[config.mk]
export PLATFORM = sky130hd
export DESIGN_NAME = mips32_pipe_ctrl_flat
export DESIGN_NICKNAME = d
export VERILOG_FILES = /design/src/rtl/mips32_pipe_ctrl_if.sv /design/src/rtl/mips32_pipe_ctrl.sv /design/src/flat_wrapper.sv
export SDC_FILE = /design/constraint.sdc
export NUM_CORES = 1
export LEC_CHECK = 0
export CAP_MARGIN = 25
export CORE_MARGIN = 2
export CORE_UTILIZATION = 45
export CTS_BUF_LIST = sky130_fd_sc_hd__clkbuf_4 sky130_fd_sc_hd__clkbuf_8 sky130_fd_sc_hd__clkbuf_16
export DETAILED_ROUTE_END_ITERATION = 10
export HOLD_SLACK_MARGIN = 0.15
export PLACE_DENSITY = 0.8
export SLEW_MARGIN = 15
export SYNTH_ARGS = -nofsm -noshare
export SYNTH_HDL_FRONTEND = slang
export SYNTH_SLANG_ARGS = --single-unit
[constraint.sdc]
create_clock -name clk1 -period 4.9 [get_ports clk1]
set_input_delay 0.735 -clock clk1 [delete_from_list [all_inputs] [get_ports clk1]]
set_output_delay 0.735 -clock clk1 [all_outputs]
set_load 0.01 [all_outputs]
[src/rtl/mips32_pipe_ctrl_if.sv]
// Pipeline-control bundle between the MIPS32 datapath and its sequencing controller.
// The datapath (master) presents ID/EX stage descriptors and obeys the enables;
// the controller (slave) consumes the descriptors and drives the enables.
interface mips32_pipe_ctrl_if #(
    parameter int CNT_W = 16
);
    logic             start;
    logic             id_valid;
    logic [2:0]       id_type;
    logic [4:0]       id_rs;
    logic [4:0]       id_rt;
    logic             ex_valid;
    logic [2:0]       ex_type;
    logic [4:0]       ex_rd;
    logic             br_taken;

    logic             pc_we;
    logic             if_id_we;
    logic             id_bubble;
    logic             flush;
    logic             halted;
    logic [1:0]       state;
    logic [CNT_W-1:0] stall_cnt;

    modport master (
        output start, id_valid, id_type, id_rs, id_rt,
               ex_valid, ex_type, ex_rd, br_taken,
        input  pc_we, if_id_we, id_bubble, flush, halted, state, stall_cnt
    );

    modport slave (
        input  start, id_valid, id_type, id_rs, id_rt,
               ex_valid, ex_type, ex_rd, br_taken,
        output pc_we, if_id_we, id_bubble, flush, halted, state, stall_cnt
    );
endinterface

[src/rtl/mips32_pipe_ctrl.sv]
// Five-stage MIPS32 pipeline sequencing: load-use stall, taken-branch squash,
// and HLT drain-and-stop.
//
//   state   | meaning
//   --------+--------------------------------------------------------------
//   IDLE    | after reset; pipeline frozen until start
//   RUN     | normal issue; hazards resolved by stall / squash
//   DRAIN   | HLT left ID; older instructions retire for DRAIN_CYCLES cycles
//   HALTED  | core stopped by HLT; start resumes issue
module mips32_pipe_ctrl #(
    parameter int DRAIN_CYCLES = 3,
    parameter int CNT_W        = 16
) (
    input  logic              clk1,
    input  logic              rst,
    mips32_pipe_ctrl_if.slave bus
);

    typedef enum logic [1:0] {
        IDLE   = 2'd0,
        RUN    = 2'd1,
        DRAIN  = 2'd2,
        HALTED = 2'd3
    } state_t;

    localparam logic [2:0] T_RR     = 3'd0;
    localparam logic [2:0] T_LOAD   = 3'd2;
    localparam logic [2:0] T_STORE  = 3'd3;
    localparam logic [2:0] T_BRANCH = 3'd4;
    localparam logic [2:0] T_HLT    = 3'd7;

    localparam logic [2:0] DRAIN_LOAD = 3'(DRAIN_CYCLES - 1);

    state_t           state_q;
    state_t           state_d;
    logic [2:0]       drain_q;
    logic             halted_q;
    logic [CNT_W-1:0] stall_q;

    logic run_rules;
    logic id_v;
    logic uses_rt;
    logic br_sq;
    logic ld_use;
    logic hlt_det;
    logic stall_inc;

    // The start cycle out of IDLE/HALTED applies RUN rules with ID treated as empty,
    // so whatever sits in IF/ID from before the stop can never stall or halt.
    assign run_rules = (state_q == RUN) |
                       (((state_q == IDLE) | (state_q == HALTED)) & bus.start);
    assign id_v      = bus.id_valid & (state_q == RUN);

    assign uses_rt = (bus.id_type == T_RR) | (bus.id_type == T_STORE) |
                     (bus.id_type == T_BRANCH);
    assign br_sq   = bus.ex_valid & (bus.ex_type == T_BRANCH) & bus.br_taken;
    assign ld_use  = bus.ex_valid & (bus.ex_type == T_LOAD) & (bus.ex_rd != 5'd0) & id_v &
                     ((bus.id_rs == bus.ex_rd) | (uses_rt & (bus.id_rt == bus.ex_rd)));
    assign hlt_det = id_v & (bus.id_type == T_HLT) & ~br_sq;

    // State, drain counter and halted flag registers
    always_ff @(posedge clk1 or posedge rst) begin
        if (rst) begin
            state_q  <= IDLE;
            drain_q  <= 3'd0;
            halted_q <= 1'b0;
        end else begin
            state_q  <= state_d;
            halted_q <= (state_d == HALTED);
            if (state_q == RUN && state_d == DRAIN)
                drain_q <= DRAIN_LOAD;
            else if (state_q == DRAIN && drain_q != 3'd0)
                drain_q <= drain_q - 3'd1;
        end
    end

    // Next-state decode
    always_comb begin
        state_d = state_q;
        unique case (state_q)
            IDLE:    if (bus.start)         state_d = RUN;
            RUN:     if (hlt_det)           state_d = DRAIN;
            DRAIN:   if (drain_q == 3'd0)   state_d = HALTED;
            HALTED:  if (bus.start)         state_d = RUN;
            default:                        state_d = IDLE;
        endcase
    end

    // Stage enables; branch squash outranks load-use stall, which outranks HLT
    always_comb begin
        bus.pc_we     = 1'b0;
        bus.if_id_we  = 1'b0;
        bus.id_bubble = 1'b1;
        bus.flush     = 1'b1;
        stall_inc     = 1'b0;
        if (run_rules) begin
            if (br_sq) begin
                bus.pc_we     = 1'b1;
                bus.if_id_we  = 1'b1;
                bus.id_bubble = 1'b1;
                bus.flush     = 1'b1;
            end else if (ld_use) begin
                bus.pc_we     = 1'b0;
                bus.if_id_we  = 1'b0;
                bus.id_bubble = 1'b1;
                bus.flush     = 1'b0;
                stall_inc     = 1'b1;
            end else if (hlt_det) begin
                bus.pc_we     = 1'b0;
                bus.if_id_we  = 1'b0;
                bus.id_bubble = 1'b0;
                bus.flush     = 1'b1;
            end else begin
                bus.pc_we     = 1'b1;
                bus.if_id_we  = 1'b1;
                bus.id_bubble = 1'b0;
                bus.flush     = 1'b0;
            end
        end
    end

    // Saturating load-use stall counter, survives start
    always_ff @(posedge clk1 or posedge rst) begin
        if (rst)
            stall_q <= '0;
        else if (stall_inc && stall_q != {CNT_W{1'b1}})
            stall_q <= stall_q + CNT_W'(1);
    end

    assign bus.state     = state_q;
    assign bus.halted    = halted_q;
    assign bus.stall_cnt = stall_q;

endmodule
[src/flat_wrapper.sv]
// flat-port wrapper written by rule: the top's interface ports become plain ports
module mips32_pipe_ctrl_flat 
#(
    parameter int DRAIN_CYCLES = 3,
    parameter int CNT_W        = 16
)
  (clk1, rst, bus_start, bus_id_valid, bus_id_type, bus_id_rs, bus_id_rt, bus_ex_valid, bus_ex_type, bus_ex_rd, bus_br_taken, bus_pc_we, bus_if_id_we, bus_id_bubble, bus_flush, bus_halted, bus_state, bus_stall_cnt);
  mips32_pipe_ctrl_if #(.CNT_W(CNT_W)) bus_i ();
  input  logic clk1;
  input  logic rst;
  input wire logic [$bits(bus_i.start)-1:0] bus_start;
  input wire logic [$bits(bus_i.id_valid)-1:0] bus_id_valid;
  input wire logic [$bits(bus_i.id_type)-1:0] bus_id_type;
  input wire logic [$bits(bus_i.id_rs)-1:0] bus_id_rs;
  input wire logic [$bits(bus_i.id_rt)-1:0] bus_id_rt;
  input wire logic [$bits(bus_i.ex_valid)-1:0] bus_ex_valid;
  input wire logic [$bits(bus_i.ex_type)-1:0] bus_ex_type;
  input wire logic [$bits(bus_i.ex_rd)-1:0] bus_ex_rd;
  input wire logic [$bits(bus_i.br_taken)-1:0] bus_br_taken;
  output wire logic [$bits(bus_i.pc_we)-1:0] bus_pc_we;
  output wire logic [$bits(bus_i.if_id_we)-1:0] bus_if_id_we;
  output wire logic [$bits(bus_i.id_bubble)-1:0] bus_id_bubble;
  output wire logic [$bits(bus_i.flush)-1:0] bus_flush;
  output wire logic [$bits(bus_i.halted)-1:0] bus_halted;
  output wire logic [$bits(bus_i.state)-1:0] bus_state;
  output wire logic [$bits(bus_i.stall_cnt)-1:0] bus_stall_cnt;
  assign bus_i.start = bus_start;
  assign bus_i.id_valid = bus_id_valid;
  assign bus_i.id_type = bus_id_type;
  assign bus_i.id_rs = bus_id_rs;
  assign bus_i.id_rt = bus_id_rt;
  assign bus_i.ex_valid = bus_ex_valid;
  assign bus_i.ex_type = bus_ex_type;
  assign bus_i.ex_rd = bus_ex_rd;
  assign bus_i.br_taken = bus_br_taken;
  assign bus_pc_we = bus_i.pc_we;
  assign bus_if_id_we = bus_i.if_id_we;
  assign bus_id_bubble = bus_i.id_bubble;
  assign bus_flush = bus_i.flush;
  assign bus_halted = bus_i.halted;
  assign bus_state = bus_i.state;
  assign bus_stall_cnt = bus_i.stall_cnt;
  mips32_pipe_ctrl #(.DRAIN_CYCLES(DRAIN_CYCLES), .CNT_W(CNT_W)) u_core (.clk1(clk1), .rst(rst), .bus(bus_i));
endmodule
==> impl_metrics.csv, run 1 <==
group,metric,value,unit
floorplan,fp-row-count,20,
worst_setup_path,cp-startpoint,"bus_ex_rd[0]",
synthesis,yosysWarnings,0,
timing,fin_tns_setup,0,ns
synthesis,synth_top_area_cell,"dfrtp_1",
worst_setup_path,start_kind,"input pin",
drt,avgViaCountPerCell,5.253,
placement,place.gp.congestion,0.7841,
power_and_ir_drop,p_seq_frac,0.387,
worst_setup_path,crit_arrival,2.96,ns
global_route,grt_first_pass_wirelength,5.119,mm
synthesis,yosysTopAreaCellShare,0.3883,
power_and_ir_drop,power.leakage,0.0008064,uW
clock_tree,postCtsSetupBuffers,0,
drt,vias,1266,
timing,tightest_slew,0.8153,ns
drt,firstDrtPassIters,4,
clock_tree,clk_pin_slew,0.11,ns
timing,post-route-min-period,3.697,ns
drt,drc,0,
synthesis,synth_fp_nets,180,
synthesis,synthCells,147,
clock_tree,cts_tree,"done",
timing,setup_viol,0,
hold_path,hold_path_depth,1,
synthesis,synthTopCellsByArea,"dfrtp_1, xnor2_1, ha_1, nand3_1, nand4_1",
synthesis,netlist_top_cells_count,"xnor2_1, dfrtp_1, nand3_1, inv_1, nand4_1",
global_route,grt_pass1_vias,1196,
worst_setup_path,rr_worst_depth,7,
worst_setup_path,critical_path_class,"in2out",
layout,fin_nets,232,
drt,postRouteAntennaNets,0,
synthesis,synthFlopType,"dfrtp_1",
power_and_ir_drop,peakVddDrop,0.0001524,V
timing,hold_viol_final,0,
synthesis,synth.most_common_cell,"xnor2_1",
clock_tree,cts_max_level,1,
layout,fillers,255,
clock_tree,cts_buffers,3,
run_status,status,"completed",
power_and_ir_drop,switching_share,0.3488,
worst_setup_path,worstPathRequired,4.16,ns
layout,area_growth,38.75,%
power_and_ir_drop,p_int,377.9,uW
floorplan,core-area,3028,um2
drt,drt_iter0_markers,35,
worst_setup_path,worstReg2RegEnd,"u_core.bus.stall_cnt[1]",
hold_path,min_to,"u_core.bus.stall_cnt[5]",
timing,clock_skew,0.007759,ns
worst_setup_path,r2r_slack,2.67,ns
drt,wire_per_inst,13.51,um
synthesis,async_flop_share,1.000,
timing,fmax,0.2705,GHz
synthesis,synth.ff_latch_count,22,
run,maxCapViolCount,0,
timing,rsz0062_at_grt,"false",
hold_path,hp-start,"u_core.bus.stall_cnt[5]",
timing,post-route-period-util,0.7544,
clock_tree,cts-root-buf,"clkbuf_4",
placement,port_buffers,49,
floorplan,ios,50,
floorplan,die_y,60.13,um
clock_tree,clk_path_buf_depth,2,
global_route,grt_max_degree,23,
layout,antenna_cells,0,
floorplan,initial_utilization,0.4682,
floorplan,die_w,60.13,um
hold_path,min_path_type,"reg2reg",
synthesis,ys_seq_area_frac,0.3883,
timing,setup_ws,1.203,ns
power_and_ir_drop,pwr-share-comb,0.473,
global_route,antenna_found_initial,0,
global_route,grtUsageTotal,0.1849,
clock_tree,clock_latency,0.31,ns
worst_setup_path,endpoint_kind,"output port",
drt,routed_wl,3.256,mm
timing,max_slew_margin,0.4559,
clock_tree,cts_num_sinks,22,
clock_tree,cts_resized,0,
worst_setup_path,cp_max_fo,5,
power_and_ir_drop,p_clk_frac,0.140,
synthesis,synth_edf_count,0,
layout,drive_above_1_share,0.06091,
synthesis,synth_cell_types,34,
synthesis,synth_area,1418,um2
timing,drv_slew,0,
synthesis,syn_avg_cell_area,9.644,um2
global_route,gr-total-overflow,0,
worst_setup_path,worst_r2r_startpoint,"u_core.bus.state[1]",
placement,hpwlAfterDp,2.621,mm
power_and_ir_drop,p_per_area,295.0,nW/um2
floorplan,die-area,3615,um2
layout,fin_util,0.6496,
placement,dp_slack,1.178,ns
clock_tree,ctsHoldBuffers,0,
power_and_ir_drop,p_switching,202.4,uW
-- cell usage in the layout, fill, tap and decap left out, types with 4 or more instances in the layout --
cell,instances
nand3_1,14
nand2_1,8
nand4_1,9
mux2_2,4
inv_1,9
a21oi_1,5
ha_1,6
xnor2_1,23
dfrtp_1,22
and3_1,5
nor2_1,8
nor3_1,4
clkdlybuf4s50_1,49
-- power groups by stage --
stage	Clock, uW	Combinational (uW)	Sequential [uW]
2_1_floorplan	0	157	228
3_3_place_gp	0	261	227
3_5_place_dp	0	275	228
4_1_cts	82.6	277	224
5_1_grt	88.1	305	227
6_report	81.3	274	225
-- worst max-delay path, cell delays in order --
cell             delay [ns]
clkdlybuf4s50_1        0.47
or4_4                  0.58
o211ai_4               0.24
nor2b_1                0.11
nor3_1                 0.25
clkdlybuf4s50_1        0.58
-- per-layer routing --
layer  vias up  wire [um]  global-route usage
met3         5        153             0.01515
met4         0         44             0.05397
met2        47       1749              0.3447
met1       594       1310              0.2227
met5         -          0                   0
li1        620          -                   -
-- worst max path at each step --
stage,cells past startpoint,end,slack [ns]
2_1_floorplan,5,bus_pc_we,2.04
3_3_place_gp,6,bus_if_id_we,1.27
3_5_place_dp,6,bus_pc_we,1.18
4_1_cts,6,bus_pc_we,1.18
5_1_grt,6,bus_if_id_we,1.07
6_report,6,bus_pc_we,1.20
-- final cells by class --
class	instances	area, um2	share of cell area
tap	44	55.05	0.02799
inverter	9	33.78	0.01718
timing repair buffer	50	498.0	0.2532
sequential	22	550.5	0.2799
clock buffer	3	22.52	0.01145
multi-input combinational	113	807.0	0.4103
-- logic make-up (layout without fill, tap and decap cells) --
kind of cell / Yosys count / in the layout / share of synthesized area
compound gates: 16 / 16 / 0.08650
xor+xnor: 24 / 24 / 0.1483
fa+ha+maj: 6 / 6 / 0.05296
buf+inv: 12 / 62 / 0.04236
flops: 22 / 22 / 0.3884
mux: 4 / 4 / 0.03177
simple gates: 63 / 63 / 0.2498
-- flip-flops by register name (all words and copies together), names as in the netlist --
| signal | count |
|---|---|
| u_core.bus.halted | 1 |
| u_core.bus.state | 2 |
| u_core.drain_q | 3 |
| u_core.bus.stall_cnt | 16 |
-- through the flow --
stage | instances | hold WS, ns | cell area [um2] | power (uW)
final | 241 | 0.5180 | 1967 | 580.3
after CTS | 241 | 0.5134 | 1967 | 583.6
after floorplan | 147 | 0.4786 | 1418 | 385.2
after detailed placement | 238 | 0.4953 | 1944 | 503.3
after global placement | 238 | 0.4817 | 1944 | 487.7
after global routing | 241 | 0.5482 | 1967 | 620.6
Note: power is estimated with default switching activity, not from simulation.
==> inputs of run 2 (changes only) <==
--- a/config.mk
+++ b/config.mk
@@ -7,11 +7,11 @@
 export LEC_CHECK = 0
 export CAP_MARGIN = 25
 export CORE_MARGIN = 2
-export CORE_UTILIZATION = 45
+export CORE_UTILIZATION = 40
 export CTS_BUF_LIST = sky130_fd_sc_hd__clkbuf_4 sky130_fd_sc_hd__clkbuf_8 sky130_fd_sc_hd__clkbuf_16
 export DETAILED_ROUTE_END_ITERATION = 10
 export HOLD_SLACK_MARGIN = 0.15
-export PLACE_DENSITY = 0.8
+export PLACE_DENSITY = 0.75
 export SLEW_MARGIN = 15
 export SYNTH_ARGS = -nofsm -noshare
 export SYNTH_HDL_FRONTEND = slang
==> constraint.sdc (replaced) <==
create_clock -name clk1 -period 3.25 [get_ports clk1]
set_input_delay 0.4875 -clock clk1 [delete_from_list [all_inputs] [get_ports clk1]]
set_output_delay 0.4875 -clock clk1 [all_outputs]
set_load 0.01 [all_outputs]
==> impl_metrics.csv, run 2 (synthesis results as in run 1) <==
group,metric,value,unit
run_status,status,"completed",
layout,final_common_cell,"clkdlybuf4s50_1",
layout,area_growth,40.42,%
timing,fmax,0.3187,GHz
placement,place.gp.congestion,0.7857,
timing,post-route-min-period,3.138,ns
floorplan,initial_utilization,0.4215,
clock_tree,cts_resized,0,
floorplan,die_y,63.53,um
global_route,antenna_found_initial,0,
worst_setup_path,start_kind,"input pin",
drt,drt_iter0_markers,32,
timing,clock_skew,0.002987,ns
worst_setup_path,cp_max_fo,3,
worst_setup_path,slowest_stage,"clkdlybuf4s50_1",
power_and_ir_drop,p_per_area,452.9,nW/um2
power_and_ir_drop,p_switching,306.0,uW
power_and_ir_drop,peakVddDrop,0.0001802,V
global_route,grt_first_pass_wirelength,5.437,mm
worst_setup_path,worstPathRequired,2.76,ns
timing,whs,0.5053,ns
placement,dp_cells,241,
power_and_ir_drop,switching_share,0.3394,
drt,postRouteAntennaNets,0,
layout,fin_util,0.5919,
hold_path,min_path_type,"reg2reg",
layout,mostFrequentLayoutCells,"clkdlybuf4s50_1, xnor2_1, dfrtp_1",
layout,fin_nets,233,
drt,avgViaCountPerCell,5.159,
clock_tree,clock_latency,0.31,ns
power_and_ir_drop,power.leakage,0.0008178,uW
global_route,grt_max_degree,23,
clock_tree,cts-root-buf,"clkbuf_4",
clock_tree,cts_buffers,3,
drt,drc,0,
power_and_ir_drop,p_seq_frac,0.375,
timing,post-route-period-util,0.9655,
timing,max_slew_margin,0.4481,
worst_setup_path,critPathMaxStageDelay,0.59,ns
global_route,grtUsageTotal,0.1656,
drt,routed_wl,3.150,mm
clock_tree,postCtsSetupBuffers,0,
floorplan,ios,50,
clock_tree,cts_num_sinks,22,
worst_setup_path,critical_path_class,"in2out",
clock_tree,clk_path_buf_depth,2,
timing,tightest_slew,0.8270,ns
floorplan,die-area,4036,um2
clock_tree,cts_max_level,1,
clock_tree,clk_pin_slew,0.12,ns
clock_tree,ctsHoldBuffers,0,
layout,layout.cells.non_filler,245,
layout,largest_reg_flops,16,
worst_setup_path,endpoint_kind,"output port",
timing,rsz0062_at_grt,"false",
floorplan,core-area,3363,um2
placement,hpwlAfterDp,2.542,mm
worst_setup_path,r2r_slack,0.97,ns
run,maxCapViolCount,0,
timing,hold_viol_final,0,
placement,port_buffers,49,
layout,drive_above_1_share,0.07035,
drt,firstDrtPassIters,4,
drt,vias,1264,
floorplan,die_w,63.53,um
worst_setup_path,crit_top_cell,"clkdlybuf4s50_1",
global_route,grt_pass1_vias,1273,
worst_setup_path,path_cells,"clkdlybuf4s50_1 > or4_4 > o211ai_4 > nor2b_1 > nor3_1 > clkdlybuf4s50_1",
timing,drv_slew,0,
global_route,gr-total-overflow,0,
clock_tree,cts_tree,"done",
timing,setup_viol,0,
power_and_ir_drop,p_clk_frac,0.169,
layout,antenna_cells,0,
timing,fin_tns_setup,0,ns
power_and_ir_drop,p_int,595.6,uW
power_and_ir_drop,pwr-share-comb,0.457,
floorplan,fp-row-count,21,
drt,wire_per_inst,12.86,um
worst_setup_path,crit_arrival,2.65,ns
-- run 2: cell types whose count changed in the layout (fill, tap and decap cells not counted) --
| cell | before | now |
|---|---|---|
| clkbuf_8 | 0 | 1 |
| buf_4 | 1 | 2 |
-- run 2: cell type report --
type                            count  area (um2)
Sequential cell                    22       550.5
Tap cell                           46       57.56
Fill cell                         316        1373
Multi-Input combinational cell    113       807.0
Clock buffer                        4       36.28
Timing Repair Buffer               51       505.5
Inverter                            9       33.78
-- run 2: power by group through the flow --
stage / registers [uW] / logic [uW] / clock network [uW]
finish: 338 / 412 / 152
CTS: 338 / 415 / 154
detailed placement: 344 / 412 / 0
global route: 342 / 455 / 163
floorplan: 344 / 237 / 0
global placement: 340 / 395 / 0
-- run 2: worst max-delay path, delay by kind of cell --
kind	cells	cell delay, ns
compound gates	1	0.17
buf+inv	2	1.06
simple gates	3	0.92
-- run 2: worst paths after layout --
check,start,end,cells after the start
worst min-delay path,u_core.bus.stall_cnt[9],u_core.bus.stall_cnt[9],1
worst max-delay path,bus_ex_rd[0],bus_if_id_we,6
max in group asynchronous,rst,u_core.bus.stall_cnt[3],2
worst max register to register,u_core.bus.state[1],u_core.bus.stall_cnt[1],8
min in group asynchronous,rst,u_core.drain_q[1],2
worst min register to register,u_core.bus.stall_cnt[9],u_core.bus.stall_cnt[9],1
-- run 2: through the flow --
| stage | setup WS, ns | cell area (um2) | total power [uW] |
|---|---|---|---|
| after global routing | 0.03638 | 1991 | 960.0 |
| after CTS | 0.1164 | 1991 | 907.1 |
| after detailed placement | 0.1172 | 1954 | 756.0 |
| final | 0.1122 | 1991 | 901.6 |
| after floorplan | 0.8804 | 1418 | 580.8 |
| after global placement | 0.1692 | 1954 | 735.1 |
-- run 2: metal layers --
metal | routed length (um) | global-route usage
met2 | 1606 | 0.3118
met4 | 34 | 0.04076
met1 | 1284 | 0.1819
met5 | 0 | 0
met3 | 225 | 0.04464
